$ cat src/rtl/udxs_sqrt_bcd_disp.sv
// ============================================================================
// Module   : udxs_sqrt_bcd_disp
// Purpose  : Converts the 11-bit sqrt result to 4 packed BCD digits with a
//            sequential double-dabble (one shift per clock). Drives a 4-digit
//            multiplexed 7-segment display from the latched digits.
// Options  : UDXS_SQRT_LZ_BLANK_EN - when defined, leading zeros are blanked
//            on the display. The units digit is never blanked.
// Revision : 1.0 - initial release
// ============================================================================
`default_nettype none
`timescale 1ns/1ps

module udxs_sqrt_bcd_disp #(
  parameter int SCAN_DIV = 10
) (
  input  logic        clk,
  input  logic        rst_n,
  input  logic [10:0] res_in,
  input  logic        res_valid,
  output logic        busy,
  output logic        overrun,
  output logic [15:0] bcd,
  output logic        bcd_valid,
  output logic [6:0]  seg,
  output logic [3:0]  dig_sel
);

  localparam logic [1:0] S_IDLE = 2'd0;
  localparam logic [1:0] S_CONV = 2'd1;
  localparam logic [1:0] S_LOAD = 2'd2;

  localparam logic [3:0] C_LAST_SHIFT = 4'd10;

  logic [1:0]          state_q,     state_d;
  logic [26:0]         shift_q,     shift_d;
  logic [3:0]          cnt_q,       cnt_d;
  logic [15:0]         bcd_q,       bcd_d;
  logic                bcd_valid_q, bcd_valid_d;
  logic                overrun_q,   overrun_d;
  logic [SCAN_DIV-1:0] scan_q,      scan_d;

  // Shift register with every BCD nibble >= 5 corrected by +3 ahead of the shift
  logic [26:0] adj_shift;

  assign adj_shift[10:0] = shift_q[10:0];

  generate
    for (genvar gi = 0; gi < 4; gi++) begin : g_adj
      logic [3:0] nib;
      assign nib = shift_q[11 + 4*gi +: 4];
      assign adj_shift[11 + 4*gi +: 4] = (nib >= 4'd5) ? (nib + 4'd3) : nib;
    end
  endgenerate

  // State register plus datapath flops; reset aborts any conversion in flight
  always_ff @(posedge clk or negedge rst_n) begin
    if (!rst_n) begin
      state_q     <= S_IDLE;
      shift_q     <= '0;
      cnt_q       <= '0;
      bcd_q       <= '0;
      bcd_valid_q <= 1'b0;
      overrun_q   <= 1'b0;
      scan_q      <= '0;
    end else begin
      state_q     <= state_d;
      shift_q     <= shift_d;
      cnt_q       <= cnt_d;
      bcd_q       <= bcd_d;
      bcd_valid_q <= bcd_valid_d;
      overrun_q   <= overrun_d;
      scan_q      <= scan_d;
    end
  end

  // Next-state logic: accept in IDLE, 11 shifts in CONV, one LOAD cycle
  always_comb begin
    state_d = state_q;
    case (state_q)
      S_IDLE:  if (res_valid) state_d = S_CONV;
      S_CONV:  if (cnt_q == C_LAST_SHIFT) state_d = S_LOAD;
      S_LOAD:  state_d = S_IDLE;
      default: state_d = S_IDLE;
    endcase
  end

  // Datapath next values; strobes while busy (including LOAD) are only flagged
  always_comb begin
    shift_d     = shift_q;
    cnt_d       = cnt_q;
    bcd_d       = bcd_q;
    bcd_valid_d = 1'b0;
    overrun_d   = overrun_q;
    scan_d      = scan_q + 1'b1;
    case (state_q)
      S_IDLE: begin
        if (res_valid) begin
          shift_d   = {16'h0000, res_in};
          cnt_d     = 4'd0;
          overrun_d = 1'b0;
        end
      end
      S_CONV: begin
        shift_d = adj_shift << 1;
        cnt_d   = cnt_q + 4'd1;
        if (res_valid) overrun_d = 1'b1;
      end
      S_LOAD: begin
        bcd_d       = shift_q[26:11];
        bcd_valid_d = 1'b1;
        if (res_valid) overrun_d = 1'b1;
      end
      default: ;
    endcase
  end

  // 7-segment decode {g,f,e,d,c,b,a}; non-decimal nibbles go dark
  function automatic logic [6:0] seg_decode(input logic [3:0] d);
    case (d)
      4'd0:    seg_decode = 7'h3F;
      4'd1:    seg_decode = 7'h06;
      4'd2:    seg_decode = 7'h5B;
      4'd3:    seg_decode = 7'h4F;
      4'd4:    seg_decode = 7'h66;
      4'd5:    seg_decode = 7'h6D;
      4'd6:    seg_decode = 7'h7D;
      4'd7:    seg_decode = 7'h07;
      4'd8:    seg_decode = 7'h7F;
      4'd9:    seg_decode = 7'h6F;
      default: seg_decode = 7'h00;
    endcase
  endfunction

  logic [1:0] dig_idx;
  logic [3:0] dig_nib;
  logic       dig_blank;

  assign dig_idx = scan_q[SCAN_DIV-1 -: 2];

  // Outputs: busy from state, digit select and segments from registered digits
  always_comb begin
    busy      = (state_q != S_IDLE);
    dig_sel   = 4'b0001 << dig_idx;
    dig_nib   = 4'd0;
    dig_blank = 1'b0;
    case (dig_idx)
      2'd0:    dig_nib = bcd_q[3:0];
      2'd1:    dig_nib = bcd_q[7:4];
      2'd2:    dig_nib = bcd_q[11:8];
      default: dig_nib = bcd_q[15:12];
    endcase
`ifdef UDXS_SQRT_LZ_BLANK_EN
    case (dig_idx)
      2'd1:    dig_blank = (bcd_q[15:4]  == 12'h000);
      2'd2:    dig_blank = (bcd_q[15:8]  == 8'h00);
      2'd3:    dig_blank = (bcd_q[15:12] == 4'h0);
      default: dig_blank = 1'b0;
    endcase
`else
    dig_blank = 1'b0;
`endif
    seg = dig_blank ? 7'h00 : seg_decode(dig_nib);
  end

  assign overrun   = overrun_q;
  assign bcd       = bcd_q;
  assign bcd_valid = bcd_valid_q;

endmodule

`default_nettype wire

$ cat config.mk
export PLATFORM = sky130hd
export DESIGN_NAME = udxs_sqrt_bcd_disp
export DESIGN_NICKNAME = d
export VERILOG_FILES = /design/src/rtl/udxs_sqrt_bcd_disp.sv
export SDC_FILE = /design/constraint.sdc
export NUM_CORES = 1
export LEC_CHECK = 0
export CORE_MARGIN = 2
export CORE_UTILIZATION = 35
export CTS_BUF_LIST = sky130_fd_sc_hd__clkbuf_8 sky130_fd_sc_hd__clkbuf_16
export DETAILED_ROUTE_END_ITERATION = 8
export GPL_TIMING_DRIVEN = 1
export SYNTH_ARGS = -nofsm -noshare
export SYNTH_HDL_FRONTEND = slang
export SYNTH_SLANG_ARGS = --single-unit
$ cat constraint.sdc
create_clock -name clk -period 2.55 [get_ports clk]
set_clock_uncertainty 0.1 [all_clocks]
set_input_delay 0.51 -clock clk [delete_from_list [all_inputs] [get_ports clk]]
set_output_delay 0.51 -clock clk [all_outputs]
set_load 0.1 [all_outputs]
==> results of run 1 <==
[cells in the mapped netlist (2+ instances only)]
| cell type | instances | area share |
|---|---|---|
| o21ai_0 | 16 | 0.025 |
| o21ai_1 | 3 | 0.0047 |
| mux4_2 | 4 | 0.028 |
| inv_1 | 18 | 0.021 |
| o22ai_1 | 19 | 0.037 |
| mux2_2 | 25 | 0.088 |
| o31ai_1 | 4 | 0.0094 |
| clkbuf_1 | 7 | 0.0082 |
| dfrtp_1 | 61 | 0.48 |
| a21oi_1 | 18 | 0.028 |
| ha_1 | 20 | 0.078 |
| nand2_1 | 18 | 0.021 |
| mux2i_1 | 5 | 0.016 |
| xnor2_1 | 10 | 0.027 |
| o32ai_1 | 3 | 0.0082 |
| nand3_1 | 6 | 0.0094 |
| nand4_1 | 3 | 0.0058 |
| nor2_1 | 12 | 0.014 |
| a22o_1 | 2 | 0.0055 |
| buf_2 | 4 | 0.0062 |
| xor2_1 | 6 | 0.016 |
| nor2b_1 | 3 | 0.0058 |
| o311ai_0 | 2 | 0.0055 |
| a32o_1 | 4 | 0.012 |
| nand2b_1 | 5 | 0.0097 |
[power groups by stage]
stage,Combinational [mW],Clock (mW),Sequential (mW)
after global routing,3.70,0.914,1.34
after CTS,3.50,0.876,1.31
final,3.49,0.847,1.31
after detailed placement,3.35,0,1.33
after global placement,3.32,0,1.32
after floorplan,2.14,0,1.59
[flip-flops by register name, summed over array words and instances (netlist names)]
| register | flops |
|---|---|
| bcd | 16 |
| bcd_valid | 1 |
| cnt_q | 4 |
| overrun | 1 |
| scan_q | 10 |
| shift_q | 27 |
| state_q | 2 |
[area by class of cell]
class	count	share of cell area
Clock buffer	10	0.0317
Clock inverter	6	0.0127
Multi-Input combinational cell	199	0.397
Inverter	19	0.0170
Tap cell	108	0.0311
Sequential cell	61	0.360
Timing Repair Buffer	64	0.151
[cells in the final DEF, fill, tap and decap left out, types with 10 or more instances in the layout]
cell type	instances
a21oi_1	15
buf_12	11
buf_4	38
clkbuf_8	10
clkdlybuf4s50_1	12
dfrtp_1	44
dfrtp_2	11
ha_1	15
inv_1	16
mux2_2	25
nand2_1	18
nor2_1	11
o21ai_0	15
o22ai_1	16
[per-stage QoR]
stage | cell area [um^2] | power, mW | instances
floorplan | 3370 | 3.73 | 293
finish | 4340 | 5.65 | 467
detailed placement | 4030 | 4.68 | 443
global placement | 4030 | 4.65 | 443
CTS | 4340 | 5.69 | 467
global route | 4340 | 5.95 | 467
[layer usage]
metal / vias up / share of wire
met3: 13 / 0.042
met5: - / 0
met2: 43 / 0.48
li1: 1177 / -
met1: 1174 / 0.46
met4: 0 / 0.022
[cell families after synthesis]
logic type      Yosys count  share of synthesized area
flops                    61                      0.476
buf+inv                  33                     0.0429
xor+xnor                 16                     0.0437
simple gates             53                     0.0799
fa+ha+maj                20                     0.0780
compound gates           76                      0.149
mux                      34                      0.131
[path summary, 6_finish.rpt]
path / slack (ns) / to / cells after the start
min reg2reg: 0.38 / scan_q[4]$_DFF_PN0_ / 1
max: -0.19 / seg[3] / 5
max reg2reg: 0.39 / shift_q[18]$_DFFE_PN0P_ / 6
min in group clk: 0.38 / scan_q[4]$_DFF_PN0_ / 1
max in group asynchronous: 1.68 / bcd[15]$_DFFE_PN0P_ / 2
min: 0.06 / shift_q[2]$_DFFE_PN0P_ / 1
[timing repair]
action                                 in CTS  in global routing
setup endpoints to repair                   7                  7
endpoints found under the hold margin       0                  0
gates resized for setup                    13                  1
buffers inserted                            8                  0
gates cloned                                0                  0
pin swaps                                   5                  0
==> run metrics, run 1 <==
status=complete, but fails checks; violated checks=negative setup slack; Hold/Removal Path Class=in2async; Critical Path Slowest Stage Cell=mux4_2; fin crit share=1.07; vias=2407; largest stage delay on the critical path=roughly 0.63 ns; Rows=34; Core Util, Final=0.493; Post-Route WL=between 6000 and 7000 um; Final setup viols=7; Starting Density=0.364; FFs w/ async S/R, synth=1.00; vias per inst=5.15; Gate power share=0.619; wire length per cell=14.7 um; Slew Limit Fails=0; CP cell instances=mux4_2, ha_4, inv_2, o21ai_4, buf_12; clk_lat worst skew=0.35 ns; met1 Usage GRT=0.185; Post-DP HPWL=4920 um; Fin Setup TNS=-1.08 ns; largest net degree at the start of global routing=29; Sequential Power Share=0.231; synthesized cell area=around 0.0032 mm^2; DRT antenna net count=0; RePlAce Congestion=0.804; CTS HTree Levels=3; FF+latch area=roughly 0.0016 mm^2; crit path capture type=output pin; fill count=793; clk sinks=~60; CP required=a little under 2 ns; area occupied by multi-input gates=0.00172 mm^2; gr busiest metal=met2; root buf cell=clkbuf_8; number of distinct library cells after synthesis=40; gr ovfl total=0; layout cells sized above 1=0.384; I/O pin cnt=44; worst slew pin tran=about 0.68 ns; cts hold-fix bufs=0; CTS tree=done; first-iteration detailed-routing DRC count=107; clock buffer depth=2; setup slack at placement=0.0680 ns; CTS clk-pin slew, worst paths=0.08 ns; die span in y=around 100 um; synth warn=0; crit path time final=2.74 ns; Synth Net Count=327; DR pass1 iterations=4; Max-Cap Viols=0; die width=99.8 um; setup ws final=-0.189 ns; Ant. Diodes=0; sequential fraction of the synthesis area=0.476; M2 GR Usage=0.246; Worst VDD drop=1290 uV; final net count=approximately 390; crit path launch type=flop; CTS Buf Count=9; Top FF cell, synth=dfrtp_1; clock share of power=0.150; Total GRT Usage=0.150; hold slack=0.0598 ns; Crit path max-delay family=multiplexers; Seq cells post-synth=61; max frequency=between 300 and 400 MHz; CP Launch Point=scan_q[8]$_DFF_PN0_; Reg-to-Reg Start=state_q[1]$_DFFE_PN0P_; synthesized instance count=293; synthesized area per cell=between 10 and 15 um^2; Pwr Density=1300 mW/mm^2; core area=0.00881 mm^2; P_sw=~2.7 mW; Hold Vio Cnt, Final=0; Arr. time, crit path=2.13 ns; global-route wire length before repair=11700 um; initial antenna violation count=0; port buffer count=43; LEAKAGE=~1.9 nW; vias in the first global route=2379; RSZ-0062 raised after global routing=yes; DIE AREA=0.00995 mm^2; Rel. slew slack=0.542; GR Util met3=0.0372; Sw Share=0.482; Buf+Inv Stages, Crit Path=2; critical path class=reg2out; Post-synth EDFFs=0; area growth from synthesis to layout=35.2%; crit path max fanout=5; internal power consumption=2.93 mW; # DRC=0
No activity file was read; power rests on OpenSTA's default activity.
==> run 2, diff against run 1 <==
SLEW_MARGIN = 40   (was unset)
==> results of run 2 <==
No change in the layout: final DEF, timing and power equal those of run 1.
